==> config.mk <==
export PLATFORM = sky130hd
export DESIGN_NAME = conv3d_compute
export DESIGN_NICKNAME = d
export VERILOG_FILES = /design/src/rtl/conv3d_compute.sv
export SDC_FILE = /design/constraint.sdc
export NUM_CORES = 2
export LEC_CHECK = 0
export CORE_ASPECT_RATIO = 2
export CORE_MARGIN = 5
export CORE_UTILIZATION = 30
export CTS_CLUSTER_SIZE = 40
export DETAILED_ROUTE_END_ITERATION = 6
export PLACE_DENSITY = 0.44
export SYNTH_ARGS = -nofsm -noshare
export SYNTH_HDL_FRONTEND = slang
export SYNTH_SLANG_ARGS = --single-unit
==> constraint.sdc <==
create_clock -name clk -period 19.29 [get_ports clk]
set_input_delay 3.858 -clock clk [delete_from_list [all_inputs] [get_ports clk]]
set_output_delay 3.858 -clock clk [all_outputs]
set_load 0.02 [all_outputs]
==> src/rtl/conv3d_compute.sv <==
// Direct 3D convolution engine: one MAC per weight/ifm word pair, result written per output pixel.
// Latency: 5 cycles per MAC (read wt, wait, read ifm, wait, MAC) plus 1 WRITE cycle per output with no stalls.
// Backpressure: rd_req_ready / wr_ready stall the FSM in place; one read outstanding, addresses held stable.
module conv3d_compute #(
  parameter int IFM_DIM   = 28,
  parameter int IFM_DEPTH = 2,
  parameter int WT_DIM    = 5,
  parameter int OFM_DIM   = 24,
  parameter int OFM_DEPTH = 2,
  parameter int AWIDTH    = 32
) (
  input  logic              clk,
  input  logic              rst,
  input  logic              start,
  input  logic [AWIDTH-1:0] ifm_base,
  input  logic [AWIDTH-1:0] wt_base,
  input  logic [AWIDTH-1:0] ofm_base,
  output logic              idle,
  output logic              done,
  output logic              rd_req_valid,
  input  logic              rd_req_ready,
  output logic [AWIDTH-1:0] rd_req_addr,
  input  logic              rd_resp_valid,
  input  logic [31:0]       rd_resp_data,
  output logic              wr_valid,
  input  logic              wr_ready,
  output logic [AWIDTH-1:0] wr_addr,
  output logic [31:0]       wr_data
);

  typedef enum logic [2:0] {
    IDLE,
    RD_WT,
    WAIT_WT,
    RD_IFM,
    WAIT_IFM,
    MAC,
    WRITE,
    DONE
  } state_t;

  // Address strides and loop limits, all at address width
  localparam logic [AWIDTH-1:0] ONE      = AWIDTH'(1);
  localparam logic [AWIDTH-1:0] WT_PLANE = AWIDTH'(WT_DIM * WT_DIM);
  localparam logic [AWIDTH-1:0] WT_FILT  = AWIDTH'(IFM_DEPTH * WT_DIM * WT_DIM);
  localparam logic [AWIDTH-1:0] IFM_PLANE = AWIDTH'(IFM_DIM * IFM_DIM);
  localparam logic [AWIDTH-1:0] OFM_PLANE = AWIDTH'(OFM_DIM * OFM_DIM);
  localparam logic [AWIDTH-1:0] IFM_ROW  = AWIDTH'(IFM_DIM);
  localparam logic [AWIDTH-1:0] OFM_ROW  = AWIDTH'(OFM_DIM);
  localparam logic [AWIDTH-1:0] WT_ROW   = AWIDTH'(WT_DIM);
  localparam logic [AWIDTH-1:0] N_MAX    = AWIDTH'(WT_DIM - 1);
  localparam logic [AWIDTH-1:0] D_MAX    = AWIDTH'(IFM_DEPTH - 1);
  localparam logic [AWIDTH-1:0] J_MAX    = AWIDTH'(OFM_DIM - 1);
  localparam logic [AWIDTH-1:0] F_MAX    = AWIDTH'(OFM_DEPTH - 1);

  state_t state;
  state_t next_state;

  // Loop counters: f (output channel), i/j (output pixel), d/m/n (reduction)
  logic [AWIDTH-1:0] cnt_f, cnt_i, cnt_j, cnt_d, cnt_m, cnt_n;

  // Job bases captured on an accepted start so input changes mid-job are harmless
  logic [AWIDTH-1:0] ifm_base_q, wt_base_q, ofm_base_q;

  logic signed [31:0] wt_q;
  logic signed [31:0] ifm_q;
  logic signed [31:0] acc;
  logic signed [31:0] prod;

  logic [AWIDTH-1:0] wt_addr;
  logic [AWIDTH-1:0] ifm_addr;
  logic [AWIDTH-1:0] ofm_addr;

  logic last_red;
  logic last_pix;

  // Address generation and end-of-loop detection from the registered counters
  always_comb begin
    wt_addr  = wt_base_q + cnt_f * WT_FILT + cnt_d * WT_PLANE + cnt_m * WT_ROW + cnt_n;
    ifm_addr = ifm_base_q + cnt_d * IFM_PLANE + (cnt_i + cnt_m) * IFM_ROW + (cnt_j + cnt_n);
    ofm_addr = ofm_base_q + cnt_f * OFM_PLANE + cnt_i * OFM_ROW + cnt_j;
    last_red = (cnt_d == D_MAX) && (cnt_m == N_MAX) && (cnt_n == N_MAX);
    last_pix = (cnt_f == F_MAX) && (cnt_i == J_MAX) && (cnt_j == J_MAX);
    // Low 32 bits of the signed product; wraps like the accumulator
    prod     = ifm_q * wt_q;
  end

  // State register
  always_ff @(posedge clk) begin
    if (rst) begin
      state <= IDLE;
    end else begin
      state <= next_state;
    end
  end

  // Next-state logic; rd_resp_valid only matters in the two WAIT states
  always_comb begin
    next_state = state;
    case (state)
      IDLE:     if (start)         next_state = RD_WT;
      RD_WT:    if (rd_req_ready)  next_state = WAIT_WT;
      WAIT_WT:  if (rd_resp_valid) next_state = RD_IFM;
      RD_IFM:   if (rd_req_ready)  next_state = WAIT_IFM;
      WAIT_IFM: if (rd_resp_valid) next_state = MAC;
      MAC:      next_state = last_red ? WRITE : RD_WT;
      WRITE:    if (wr_ready)      next_state = last_pix ? DONE : RD_WT;
      DONE:     next_state = IDLE;
      default:  next_state = IDLE;
    endcase
  end

  // Moore outputs; address/data come from registers that only move on handshakes
  always_comb begin
    idle         = (state == IDLE);
    done         = (state == DONE);
    rd_req_valid = (state == RD_WT) || (state == RD_IFM);
    wr_valid     = (state == WRITE);
    rd_req_addr  = (state == RD_IFM) ? ifm_addr : wt_addr;
    wr_addr      = ofm_addr;
    wr_data      = acc;
  end

  // Capture job bases on an accepted start
  always_ff @(posedge clk) begin
    if (rst) begin
      ifm_base_q <= '0;
      wt_base_q  <= '0;
      ofm_base_q <= '0;
    end else if (state == IDLE && start) begin
      ifm_base_q <= ifm_base;
      wt_base_q  <= wt_base;
      ofm_base_q <= ofm_base;
    end
  end

  // Operand latches, loaded only when the matching response arrives in its WAIT state
  always_ff @(posedge clk) begin
    if (rst) begin
      wt_q  <= '0;
      ifm_q <= '0;
    end else begin
      if (state == WAIT_WT && rd_resp_valid) begin
        wt_q <= rd_resp_data;
      end
      if (state == WAIT_IFM && rd_resp_valid) begin
        ifm_q <= rd_resp_data;
      end
    end
  end

  // Accumulator: cleared at job start and after each accepted write
  always_ff @(posedge clk) begin
    if (rst) begin
      acc <= '0;
    end else begin
      case (state)
        IDLE:    if (start) acc <= '0;
        MAC:     acc <= acc + prod;
        WRITE:   if (wr_ready) acc <= '0;
        default: acc <= acc;
      endcase
    end
  end

  // Reduction counters (d,m,n) step per MAC and rewind after each written pixel
  always_ff @(posedge clk) begin
    if (rst) begin
      cnt_d <= '0;
      cnt_m <= '0;
      cnt_n <= '0;
    end else begin
      case (state)
        IDLE: begin
          if (start) begin
            cnt_d <= '0;
            cnt_m <= '0;
            cnt_n <= '0;
          end
        end
        MAC: begin
          if (!last_red) begin
            if (cnt_n != N_MAX) begin
              cnt_n <= cnt_n + ONE;
            end else begin
              cnt_n <= '0;
              if (cnt_m != N_MAX) begin
                cnt_m <= cnt_m + ONE;
              end else begin
                cnt_m <= '0;
                cnt_d <= cnt_d + ONE;
              end
            end
          end
        end
        WRITE: begin
          if (wr_ready) begin
            cnt_d <= '0;
            cnt_m <= '0;
            cnt_n <= '0;
          end
        end
        default: ;
      endcase
    end
  end

  // Output-pixel counters (f,i,j) step once per accepted write
  always_ff @(posedge clk) begin
    if (rst) begin
      cnt_f <= '0;
      cnt_i <= '0;
      cnt_j <= '0;
    end else begin
      if (state == IDLE && start) begin
        cnt_f <= '0;
        cnt_i <= '0;
        cnt_j <= '0;
      end else if (state == WRITE && wr_ready) begin
        if (cnt_j != J_MAX) begin
          cnt_j <= cnt_j + ONE;
        end else begin
          cnt_j <= '0;
          if (cnt_i != J_MAX) begin
            cnt_i <= cnt_i + ONE;
          end else begin
            cnt_i <= '0;
            cnt_f <= (cnt_f == F_MAX) ? '0 : cnt_f + ONE;
          end
        end
      end
    end
  end

endmodule

Word-level counts from Yosys, hierarchy flattened
Index checks and enable logic that the tools add are counted.
{"block": "word_totals", "reg_bits": 387}
{"block": "op_classes", "n_addsub": 19, "multipliers": 8, "eq_ne": 26, "n_mux": 27, "bitwise_logic": 2, "n_reduce_logical": 19}
{"cell": "$mux 32", "n": 14}
{"cell": "$add 32x32->32", "n": 13}
{"cell": "$pmux 32 s3", "n": 4}
{"cell": "$add 32x1->32 const B", "n": 6}
{"cell": "$eq 32x1->1 const B", "n": 2}
{"cell": "$eq 32x3->1 const B", "n": 2}
{"cell": "$eq 32x5->1 const B", "n": 2}
{"cell": "$ne 32x3->1 const B", "n": 2}
{"cell": "$ne 32x5->1 const B", "n": 2}
{"cell": "$mul 32x2->29 const B", "n": 1}
{"cell": "$mul 32x3->30 const B", "n": 1}
{"cell": "$mul 32x3->32 const B", "n": 1}
{"cell": "$mul 32x32->32", "n": 1}
{"cell": "$mul 32x4->26 const B", "n": 1}
{"cell": "$mul 32x5->31 const B", "n": 1}
{"cell": "$mul 32x5->32 const B", "n": 1}
{"cell": "$mul 32x6->28 const B", "n": 1}
{"cell": "$mux 3", "n": 8}
{"cell": "$pmux 3 s8", "n": 1}
{"cell": "$ne 2x2->1 const B", "n": 8}
{"cell": "$eq 3x3->1 const B", "n": 4}
{"cell": "$reduce_and 6->1", "n": 2}
{"cell": "$logic_and 1x1->1", "n": 8}
{"cell": "$eq 3x2->1 const B", "n": 2}
{"cell": "11 further kinds", "n": 13}

Longest topological paths before layout
{"block": "depth", "word_depth": 6, "depth_mapped": 37, "mapped_depth_nobuf": 37}

Worst setup path after synthesis
OpenSTA, ideal clock, no wires.
{"block": "synth_timing", "path_type": "reg2out", "start": "register cnt_i[0]", "end": "output rd_req_addr[31]", "t_arrival_ps": 7796, "required_ps": 15432, "path_slack_ps": 7636, "path_stages_with_launch": 36, "path_buffers": 0, "path_cell_list": "dfxtp_1 > ha_1 > fa_1 > a2111oi_2 > o31ai_1 > a2111oi_2 > nor3_1 > nor3_1 > o21ba_2 > xnor2_1 > xnor2_1 > ha_1 > ha_1 > a2111o_1 > a211oi_1 > o21ai_0 > a31oi_1 > o21ai_0 > nand2_1 > a21boi_0 > nor2_1 > fa_1 > ha_1 > a21o_1 > a21o_1 > a21oi_1 > o211ai_1 > o2111ai_1 > a41oi_1 > o21a_1 > nor2_1 > xor2_1 > xnor2_1 > xnor2_1 > xnor2_1 > mux2i_1"}
{"block": "synth_via", "elab_chain_len": 5}
{"element": "start: declaration", "line": "60", "text": "logic [AWIDTH-1:0] cnt_f, cnt_i, cnt_j, cnt_d, cnt_m, cnt_n;"}
{"element": "start signal: assignment", "line": "225", "text": "cnt_i <= cnt_i + ONE;"}
{"element": "$add 32x32->32", "line": "80", "text": "ifm_addr = ifm_base_q + cnt_d * IFM_PLANE + (cnt_i + cnt_m) * IFM_ROW + (cnt_j + cnt_n);"}
{"element": "$mul 32x3->30", "line": "80"}
{"element": "$add 32x32->32 (2 in a row)", "line": "80"}
{"element": "$mux 32", "line": "119", "text": "rd_req_addr = (state == RD_IFM) ? ifm_addr : wt_addr;"}
{"element": "end: declaration", "line": "22", "text": "output logic [AWIDTH-1:0] rd_req_addr,"}
No other way between the ends.

Worst setup path in the final report
Ends and elaborated chain as after synthesis.

==> metrics.txt <==
count of clock tree sinks=387; Max-Cap Viols=0; remaining global-route overflow=0; global-route wire length before repair=320,000 µm; r2r worst-path depth=25; post-synthesis share of cell area spent on xor and xnor gates=7.89%; Highest Clock Rate=71.2 MHz; slowest CP cell=clkdlybuf4s50_1; vias after detailed routing=45,100; antenna violations before repair=8; DRC violation total after the first TritonRoute iteration=1,959; Worst Setup End Kind=output port; minimum clock period=14.04 ns; Pwr Density=34.7 nW/µm²; largest family of logic cells by synthesized area=adder cells; Critical R2R Capture=wr_data[28]; leakage power of the design=30.5 nW; overall routed net length=223,000 µm; count of synthesis-stage warnings from yosys=0; number of inserted filler cells in the final layout=20,000; Core Footprint=188,000 µm²; Clk pin slew, worst setup/hold paths=0.07 ns; final weighted congestion in routability-driven placement=0.916; total negative setup slack=0 ns; share of the yosys chip area belonging to registers=13.7%; # hold bufs at CTS=0; most frequently used flop master after synthesis=dfxtp_1; flip-flop and latch count after synthesis=387; DIE AREA=198,000 µm²; post-route antenna net violation count=0; hold path cells=2; die height=624 µm; simple-gate share of the synthesized area=15.2%; sort of element at the start of the critical path=register; largest buffer count on any clock path=3; required time at the worst-slack endpoint=15.43 ns; Synth Area in Compound Gates=9.11%; row count=225; setup repair after global routing missed its margin=false; Non-Filler Cell Area, Final=63,500 µm²; average instance area after synthesis=8.48 µm²; skew final=0.0426 ns; Post-synth EDFFs=0; most frequent cell on the critical path=xnor2_1; worst ir drop on vdd=0.0000675 V; Die W=317 µm; post-DR vias/cell=4.81; DRC Markers=1; transition time of the tightest slew-check pin=1.21 ns; crit path max fanout=7; number of buffers added for setup after CTS=0; Register-to-Register Setup Slack=10.61 ns; hold violation count in the final report=0; Worst Path Arrival=10.19 ns; layout cell share with drive strength beyond 1=3.16%; synthesized netlist cell count=6,671; mapped cell area=56,600 µm²; number of CTS-inserted buffers=49; adder-cell area share of the yosys netlist=43.4%; violations in the final reports=design-rule violations; count of TritonRoute iterations in the first routing pass=7; I/O pin total=234; clock root buffer=clkbuf_16; clock network latency to the later pin of the worst-skew pair=0.71 ns; Worst setup startpoint=cnt_i[0]; class of the most critical setup path=register to output port; Total Routing Usage GR=22.4%; multiplexer fraction of the synthesized cell area=0.159%; number of nets produced by synthesis=8,280; count of H-tree levels built during CTS=2; post-layout net count=8,438; Area after DPL=61,900 µm²; Area Overhead vs Synth=12.3%; number of gates resized after cts=0; maximum number of pins on one net before global-route repair=73; effective utilization at floorplan=30.1%; class of the tightest hold or removal check=register to register; number of different library cells in the post-synthesis netlist=83; detailed-placement wirelength estimate=188,000 µm; fraction of synthesis flops using an asynchronous set or reset pin=0%; run status=finished with violations; worst setup path endpoint=rd_req_addr[31]; Setup Viol. Count Final=0; share of the cycle needed by the critical path after routing=72.8%; Slew Limit Headroom=19.3%; slowest cell delay on critical path=0.66 ns; max-slew violation count=0; count of buffers from port buffering=233; R2R Path Start=wt_q[0]; Total Power Consumption=0.00221 W; routed wirelength normalized by instance count=23.8 µm; TritonCTS clock tree=built; via count of the first global-routing pass=48,700
-- cell families (layout without fill, tap and decap cells) --
logic type,Yosys count,count (layout)
and+or+nand+nor,1874,1874
buffers and inverters,1582,1777
adders and majority gates,1475,1475
AOI/OAI and AO/OA,836,836
xor gates and xnor gates,508,508
DFF,387,387
muxes,9,9
other,0,4
-- layer usage --
layer	global-route usage, %	vias up	part of all wire [%]
met3	2.31	454	3.4
met4	16.8	2	9.8
li1	-	21000	-
met1	19.8	22500	30
met2	45.2	1089	56
met5	0	-	0.0058
-- worst min path at each step --
stage | start | to | slack [ns]
after detailed placement | ofm_base_q[30] | ofm_base_q[30] | 0.45
after global placement | wt_base_q[9] | wt_base_q[9] | 0.45
final | ofm_base_q[28] | ofm_base_q[28] | 0.46
after global routing | ofm_base_q[29] | ofm_base_q[29] | 0.47
after floorplan | ifm_base_q[0] | ifm_base_q[0] | 0.44
after CTS | ofm_base_q[30] | ofm_base_q[30] | 0.46
-- layout make-up --
cell class              instances  area (µm²)  share of cell area, %
diodes                          4        10.0                 0.0158
clock buffers                  61        1340                   2.11
clock inverters                27         312                  0.490
inverters                    1385        5200                   8.18
multi-input cells            4702       42900                   67.6
flip-flops and latches        387        7750                   12.2
well taps                    2497        3120                   4.92
repair buffers                304        2870                   4.51
-- through the flow --
stage	hold WS, ns	setup slack, ns	utilization (%)	instances
floorplan	0.436	7.64	-	6671
global route	0.474	4.44	33.8	9364
finish	0.456	5.25	33.8	9367
global placement	0.445	6.08	33.0	9275
detailed placement	0.447	6.08	33.0	9275
CTS	0.456	5.23	33.8	9363
-- layout by cell type (no fill, tap or decap), drive strengths merged, types with 73 or more instances in the layout --
cell type         n
a21o             92
a21oi           363
and2            206
clkdlybuf4s50   232
dfxtp           387
fa              813
ha              662
inv            1388
nand2           869
nand3            85
nor2            365
nor3             73
o21ai           137
xnor2           347
xor2            160
-- critical path: cells and delay by family, from the launching register on --
family          cells  cell delay [ns]
compound gates     16             3.77
simple gates        7             1.04
mux                 1             0.21
buf+inv             1             0.66
xor+xnor            7             1.17
fa+ha+maj           6             2.18
flops               1             0.43
-- Yosys cell counts, drive strengths merged (6+ instances only) --
master / number / area (µm²)
a21o: 92 / 691
xnor2: 347 / 3040
o21a: 33 / 248
o31ai: 19 / 143
a41oi: 8 / 70.1
a2111oi: 8 / 103
inv: 1385 / 5200
a21oi: 363 / 1820
o21bai: 33 / 248
nand2b: 40 / 258
nor2b: 31 / 194
and3: 54 / 348
and2: 206 / 1290
dfxtp: 387 / 7750
or3: 30 / 188
nand3: 85 / 443
nor3: 73 / 387
or2: 15 / 93.8
and4: 13 / 116
clkbuf: 190 / 713
nor3b: 8 / 60.1
o211ai: 12 / 90.1
a221oi: 6 / 52.6
nor4: 28 / 188
a31o: 8 / 70.1
nand4: 43 / 282
mux2i: 9 / 90.1
a31oi: 18 / 113
ha: 662 / 8280
nand2: 869 / 3260
fa: 813 / 16300
buf: 7 / 32.5
nor2: 365 / 1390
xor2: 160 / 1400
o21ai: 137 / 686
a211oi: 15 / 113
a22oi: 25 / 193
a21boi: 13 / 97.6
-- power by group --
part,leakage (nW),internal [W],total [W],switching [W]
registers,3.13,0.000820,0.000849,0.0000286
clock network,0.802,0.000540,0.00101,0.000474
logic,26.6,0.000121,0.000344,0.000223
total,30.5,0.00148,0.00221,0.000725
No activity file was read; power rests on OpenSTA's default activity.
